--- src/rtl/multicycle_controller.sv ---
// Main control FSM of the multicycle RV32I core: sequences PC, memory, register file
// and the shared ALU across the cycles of lw, sw, R-type, I-type, beq and jal.
module multicycle_controller #(
   parameter bit MEM_WAIT_EN = 1'b1
) (
   input  logic       clk,
   input  logic       reset,
   input  logic [6:0] opcode,
   input  logic       zero,
   input  logic       memReady,
   output logic       pcWrite,
   output logic       adrSrc,
   output logic       memWrite,
   output logic       irWrite,
   output logic [1:0] resultSrc,
   output logic [1:0] aluSrcA,
   output logic [1:0] aluSrcB,
   output logic [1:0] aluOp,
   output logic       regWrite,
   output logic       illegalInstr,
   output logic       instrRetired,
   output logic [3:0] stateOut
);

   typedef enum logic [3:0] {
      S_FETCH    = 4'd0,
      S_DECODE   = 4'd1,
      S_MEMADR   = 4'd2,
      S_MEMREAD  = 4'd3,
      S_MEMWB    = 4'd4,
      S_MEMWRITE = 4'd5,
      S_EXECUTER = 4'd6,
      S_EXECUTEI = 4'd7,
      S_ALUWB    = 4'd8,
      S_BEQ      = 4'd9,
      S_JAL      = 4'd10
   } state_t;

   localparam logic [6:0] OP_LW  = 7'b0000011;
   localparam logic [6:0] OP_SW  = 7'b0100011;
   localparam logic [6:0] OP_R   = 7'b0110011;
   localparam logic [6:0] OP_I   = 7'b0010011;
   localparam logic [6:0] OP_BEQ = 7'b1100011;
   localparam logic [6:0] OP_JAL = 7'b1101111;

   state_t     r_state;
   state_t     w_next;
   logic       w_rdy;
   logic       w_branch;
   logic       w_pcUpdate;
   logic       w_adrSrc;
   logic       w_memWrite;
   logic       w_irWrite;
   logic [1:0] w_resultSrc;
   logic [1:0] w_aluSrcA;
   logic [1:0] w_aluSrcB;
   logic [1:0] w_aluOp;
   logic       w_regWrite;
   logic       w_illegal;
   logic       w_retired;

   assign w_rdy = MEM_WAIT_EN ? memReady : 1'b1;

   always_ff @(posedge clk) begin
      if (reset) r_state <= S_FETCH;
      else       r_state <= w_next;
   end

   always_comb begin
      w_next      = r_state;
      w_branch    = 1'b0;
      w_pcUpdate  = 1'b0;
      w_adrSrc    = 1'b0;
      w_memWrite  = 1'b0;
      w_irWrite   = 1'b0;
      w_resultSrc = 2'b00;
      w_aluSrcA   = 2'b00;
      w_aluSrcB   = 2'b00;
      w_aluOp     = 2'b00;
      w_regWrite  = 1'b0;
      w_illegal   = 1'b0;
      w_retired   = 1'b0;
      case (r_state)
         S_FETCH: begin
            w_aluSrcB   = 2'b10;
            w_resultSrc = 2'b10;
            w_irWrite   = w_rdy;
            w_pcUpdate  = w_rdy;
            if (w_rdy) w_next = S_DECODE;
         end
         S_DECODE: begin
            // ALU precomputes oldPC + imm so BEQ has the branch target in ALUOut
            w_aluSrcA = 2'b01;
            w_aluSrcB = 2'b01;
            case (opcode)
               OP_LW, OP_SW: w_next = S_MEMADR;
               OP_R:         w_next = S_EXECUTER;
               OP_I:         w_next = S_EXECUTEI;
               OP_BEQ:       w_next = S_BEQ;
               OP_JAL:       w_next = S_JAL;
               default: begin
                  w_next    = S_FETCH;
                  w_illegal = 1'b1;
               end
            endcase
         end
         S_MEMADR: begin
            w_aluSrcA = 2'b10;
            w_aluSrcB = 2'b01;
            w_next    = (opcode == OP_LW) ? S_MEMREAD : S_MEMWRITE;
         end
         S_MEMREAD: begin
            w_adrSrc = 1'b1;
            if (w_rdy) w_next = S_MEMWB;
         end
         S_MEMWB: begin
            w_resultSrc = 2'b01;
            w_regWrite  = 1'b1;
            w_retired   = 1'b1;
            w_next      = S_FETCH;
         end
         S_MEMWRITE: begin
            w_adrSrc   = 1'b1;
            w_memWrite = 1'b1;
            if (w_rdy) begin
               w_retired = 1'b1;
               w_next    = S_FETCH;
            end
         end
         S_EXECUTER: begin
            w_aluSrcA = 2'b10;
            w_aluOp   = 2'b10;
            w_next    = S_ALUWB;
         end
         S_EXECUTEI: begin
            w_aluSrcA = 2'b10;
            w_aluSrcB = 2'b01;
            w_aluOp   = 2'b10;
            w_next    = S_ALUWB;
         end
         S_ALUWB: begin
            w_regWrite = 1'b1;
            w_retired  = 1'b1;
            w_next     = S_FETCH;
         end
         S_BEQ: begin
            w_aluSrcA = 2'b10;
            w_aluOp   = 2'b01;
            w_branch  = 1'b1;
            w_retired = 1'b1;
            w_next    = S_FETCH;
         end
         S_JAL: begin
            w_aluSrcA  = 2'b01;
            w_aluSrcB  = 2'b10;
            w_pcUpdate = 1'b1;
            w_next     = S_ALUWB;
         end
         default: w_next = S_FETCH;
      endcase
   end

   // Reset masks every output so an abandoned instruction cannot write anything
   assign pcWrite      = ~reset & ((w_branch & zero) | w_pcUpdate);
   assign adrSrc       = ~reset & w_adrSrc;
   assign memWrite     = ~reset & w_memWrite;
   assign irWrite      = ~reset & w_irWrite;
   assign resultSrc    = reset ? 2'b00 : w_resultSrc;
   assign aluSrcA      = reset ? 2'b00 : w_aluSrcA;
   assign aluSrcB      = reset ? 2'b00 : w_aluSrcB;
   assign aluOp        = reset ? 2'b00 : w_aluOp;
   assign regWrite     = ~reset & w_regWrite;
   assign illegalInstr = ~reset & w_illegal;
   assign instrRetired = ~reset & w_retired;
   assign stateOut     = reset ? 4'd0 : r_state;

endmodule
--- config.mk ---
export PLATFORM = sky130hd
export DESIGN_NAME = multicycle_controller
export DESIGN_NICKNAME = d
export VERILOG_FILES = /design/src/rtl/multicycle_controller.sv
export SDC_FILE = /design/constraint.sdc
export NUM_CORES = 1
export LEC_CHECK = 0
export ABC_AREA = 1
export BUFFER_PORTS_ARGS = -buffer_cell sky130_fd_sc_hd__buf_2
export CORE_MARGIN = 2
export CORE_UTILIZATION = 39
export CTS_BUF_LIST = sky130_fd_sc_hd__clkbuf_16
export CTS_CLUSTER_SIZE = 20
export DETAILED_ROUTE_END_ITERATION = 10
export GPL_TIMING_DRIVEN = 0
export PLACE_DENSITY = 0.72
export SYNTH_ARGS = -nofsm -noshare
export SYNTH_HDL_FRONTEND = slang
export SYNTH_SLANG_ARGS = --single-unit
--- constraint.sdc ---
create_clock -name clk -period 1.02 [get_ports clk]
set_input_delay 0.051 -clock clk [delete_from_list [all_inputs] [get_ports clk]]
set_output_delay 0.051 -clock clk [all_outputs]
set_load 0.05 [all_outputs]
==> results of run 1 <==
metrics by stage:
step	hold slack (ns)	setup WS, ns	cells	instance area (um^2)	util [%]
3_5_place_dp	0.4894	-0.3196	159	910.9	69.14
3_3_place_gp	0.4768	-0.3320	159	910.9	69.14
2_1_floorplan	0.2879	-0.1557	116	752.0	-
synthesized netlist by cell type (all sizes together):
cell    instances  share of area [%]
nor2           24                 20
nand3          14                 12
nand2          37                 25
inv            20                 13
nor3            3                2.7
a31oi           2                2.2
clkbuf          2                1.3
a21oi           6                5.3
dfxtp           4                 14
o21ai           4                3.6
kinds of logic after synthesis:
group           count (synthesis)
simple gates                   78
compound gates                 12
buf+inv                        22
flops                           4
==> summary.md, run 1 <==
| Metric | Value |
|---|---|
| Synth Area in Compound Gates | `11.14%` |
| Synthesized area per cell | `4.843 um^2` |
| Status | `did not finish` |
| Number of placed I/O pins | `30` |
| HPWL Detailed | `1.457 mm` |
| CTS Hold Bufs | `0` |
| Clock H-tree levels | `1` |
| Bufs on Longest Clock Path | `2` |
| Simple-gate share of the synthesized area | `59.91%` |
| Synth Cell Area | `561.8 um^2` |
| Die height | `41.96 um` |
| Gpl congestion | `0.8351` |
| Adder-cell share of the synthesized area | `0%` |
| TritonCTS Buffers | `3` |
| Ys Warns | `0` |
| Sequential share of the synthesized area | `14.25%` |
| Mux cell area share after synthesis | `0%` |
| Largest family of logic cells by synthesized area | `simple AND/OR/NAND/NOR gates` |
| Library cells used by synthesis | `15` |
| First Err | `[ERROR DPL-0033] detailed placement checks failed during check placement.` |
| Clock sink total | `4` |
| Root buf cell | `clkbuf_16` |
| # Post-CTS Setup Buffers | `11` |
| Initial Utilization | `42.64%` |
| Number of port buffers | `28` |
| Synth Area in XOR/XNOR | `0%` |
| Last stage reached | `4_1_cts` |
| CTS resizes | `70` |
| Synthesized net count | `between 100 and 150` |
| FF+latch count, synth | `4` |
| Die Width | `between 40 and 50 um` |
| Cells after Synth | `116` |
| Number of cell rows | `13` |
==> run 2, diff against run 1 <==
- CORE_AREA: not set -> 2 2 63 65
- CORE_MARGIN: 2 -> not set
- CORE_UTILIZATION: 39 -> not set
- CTS_BUF_LIST: sky130_fd_sc_hd__clkbuf_16 -> not set
- CTS_CLUSTER_SIZE: 20 -> not set
- DIE_AREA: not set -> 0 0 65 67
- PLACE_DENSITY: 0.72 -> not set
- PLACE_DENSITY_LB_ADDON: not set -> 0.15
- clock period: 1.02 -> 1.3 ns (I/O delays scaled with it)
==> run 2 against run 1 <==
  * The flow now finishes, with violations (negative setup slack)
  * Synthesized cell count stayed put
  * Synthesized area did not move
==> summary.md, run 2 <==
| Metric | Value |
|---|---|
| TritonCTS Buffers | `3 (unchanged)` |
| Main synth FF type | `dfxtp_1 (unchanged)` |
| FF+latch count, synth | `4 (unchanged)` |
| Async SR Flop Fraction | `0% (unchanged)` |
| Antenna violations before repair | `0` |
| Die height | `67 um (was 41.96 um)` |
| Most frequent cell after synthesis | `nand2_1 (unchanged)` |
| Biggest register | `r_state` |
| Die area | `4355 um^2` |
| Worst Hold Depth | `6` |
| Bufs on Longest Clock Path | `2 (unchanged)` |
| Max Cap Violations | `0` |
| Worst Max-Slew Pin Slew | `0.3705 ns` |
| CP arrival | `around 1.3 ns` |
| Cells after Synth | `116 (unchanged)` |
| Crit share post-route | `107.3%` |
| HPWL Detailed | `1.608 mm (was 1.457 mm)` |
| Worst setup margin | `-0.09479 ns` |
| Final WL | `1.999 mm` |
| Pwr/cell area | `approximately 640 nW/um^2` |
| Status | `finished, violations left (was did not finish)` |
| Setup crit end kind | `primary output` |
| Peak VDD IR | `~0.24 mV` |
| Number of port buffers | `28 (unchanged)` |
| Post-route ant nets | `0` |
| Worst hold path class | `primary input to flip-flop` |
| CTS Hold Bufs | `0 (unchanged)` |
| Most common cell after layout, fill and taps aside | `nand2_1` |
| Library cells used by synthesis | `15 (unchanged)` |
| Number of placed I/O pins | `30 (unchanged)` |
| DRT iter0 DRCs | `31` |
| Violated checks | `negative setup slack` |
| Synthesized net count | `127 (unchanged)` |
| Clock skew | `0.001742 ns` |
| Clock sink total | `4 (unchanged)` |
| Vias in the first global route | `768` |
| Die Width | `65 um (was 41.96 um)` |
| Ys Warns | `0 (unchanged)` |
| Largest family of logic cells by synthesized area | `simple AND/OR/NAND/NOR gates (unchanged)` |
| Slew headroom | `75.30%` |
| CTS clk-pin slew, worst paths | `around 0.030 ns` |
| Number of flip-flops in the largest register | `4` |
| Layout cells sized above 1 | `53.25%` |
| Final Max Slew Viols | `0` |
| Post-synth top area cell | `nand2_1 (unchanged)` |
| Setup TNS | `-0.6091 ns` |
| Synth Area in XOR/XNOR | `0% (unchanged)` |
| Maximum net fanout on the critical path | `5` |
| Synth Cell Area | `561.8 um^2 (unchanged)` |
| Hold Vio Cnt, Final | `0` |
| First-pass GRT wire length | `3.146 mm` |
| DR vias | `855` |
| Leak Pwr | `approximately 0.57 nW` |
| Mux cell area share after synthesis | `0% (unchanged)` |
| Post-synth EDFFs | `0 (unchanged)` |
| RSZ-0062 raised after global routing | `yes` |
| Setup crit start kind | `flip-flop` |
| Sequential share of the synthesized area | `14.25% (unchanged)` |
| CP required | `between 1 and 1.5 ns` |
| Max frequency | `0.7170 GHz` |
| Avg Vias per Cell | `4.233` |
| Fin cells | `202` |
| Antenna cells | `0` |
| DRC viols | `0` |
| Regs by FF count | `r_state (4)` |
| Filler cell count | `409` |
| Setup-failing EPs final | `9` |
| Initial Utilization | `15.58% (was 42.64%)` |
| Pin count of the biggest net entering global routing | `11` |
| Clock H-tree levels | `1 (unchanged)` |
| GRT Util Overall | `9.211%` |
| GRT overflow | `0` |
| Synthesized area per cell | `4.843 um^2 (unchanged)` |
| Commonest non-fill, non-tap cells in the layout | `nand2_1, buf_2, inv_1, nand3_1, buf_6` |
| CORE AREA | `approximately 3600 um^2` |
| Worst-case reg-to-reg path depth | `9` |
| Area fraction of the dominant cell type after synthesis | `24.05% (unchanged)` |
| Number of cell rows | `22 (was 13)` |
| NumNets Final | `167` |
| Adder-cell share of the synthesized area | `0% (unchanged)` |
| Wire per inst | `about 9.9 um` |
| Critical path type | `flip-flop to primary output` |
| Root buf cell | `clkbuf_8 (was clkbuf_16)` |
| Gpl congestion | `0.7414 (was 0.8351)` |
| Tmin final | `1.395 ns` |
| CTS tree | `done` |
| Simple-gate share of the synthesized area | `59.91% (unchanged)` |
| Synthesis-to-layout area growth | `102.0%` |
| Worst-skew pair later-pin latency | `0.21 ns` |
| Synth area leaders | `nand2_1, dfxtp_1, nor2_1 (unchanged)` |
| Synth Area in Compound Gates | `11.14% (unchanged)` |
| Post-synth top cells | `nand2_1, nor2_1, inv_1 (unchanged)` |
| Placed Instances | `192 (was 159)` |
| Drt first pass iters | `4` |
run 2: power by group:
group	total, mW	switching, mW	internal, mW	leakage, nW
Clock	0.253	0.0567	0.197	0.0216
Combinational	0.336	0.222	0.115	0.510
Sequential	0.138	0.0132	0.125	0.0355
run 2: final cells by class:
cell class	instances	area (um^2)	area share [%]
inverters	20	82.58	7.277
repair buffers	35	276.5	24.37
clock buffers	3	41.29	3.638
plain buffers	2	10.01	0.8820
flip-flops and latches	4	95.09	8.379
well taps	48	60.06	5.292
multi-input cells	90	569.3	50.17
run 2: cell families (layout without fill, tap and decap cells):
| logic type | Yosys count | after routing |
|---|---|---|
| simple gates | 78 | 78 |
| flops | 4 | 4 |
| compound gates | 12 | 12 |
| buf+inv | 22 | 60 |
run 2: final timing paths:
| check | startpoint | to | slack (ns) |
|---|---|---|---|
| max | r_state[3]$_SDFFE_PP0P_ | aluSrcA[0] | -0.09 |
| min reg2reg | r_state[1]$_SDFFE_PP0P_ | r_state[1]$_SDFFE_PP0P_ | 0.69 |
| max reg2reg | r_state[3]$_SDFFE_PP0P_ | r_state[0]$_SDFFE_PP0P_ | 0.08 |
| min | opcode[4] | r_state[1]$_SDFFE_PP0P_ | 0.27 |
run 2: per-stage QoR:
step                power (mW)  setup WS, ns  hold slack (ns)  utilization, %  instance area [um^2]
CTS                     0.7050       -0.1365           0.2750           28.87                  1041
floorplan               0.3352       -0.2319           0.3375               -                 639.4
finish                  0.7279      -0.09479           0.2688           31.47                  1135
global placement        0.3978       -0.3036           0.4929           23.28                 839.6
detailed placement      0.3991       -0.2971           0.5055           23.28                 839.6
global route            0.7659       -0.1415           0.3173           31.47                  1135
run 2: what timing repair did:
action,CTS,global route
buffers inserted,2,5
gates resized for setup,53,16
endpoints found under the setup margin,16,14
pin swaps,6,8
run 2: critical path, stage by stage (launching register included):
cell	delay [ns]
dfxtp_4	0.38
inv_4	0.06
nor2_4	0.15
buf_6	0.12
nand2_4	0.08
a21oi_4	0.16
buf_6	0.17
run 2: metal layers:
layer	vias up	wire length, um	share of wire, %	GRT usage, %
li1	442	-	-	-
met1	386	889	44	10.34
met2	23	963	48	17.01
met3	4	99	5.0	1.351
met4	0	46	2.3	4.255
met5	-	0	0	0
Power figures use the tool's default switching activity.
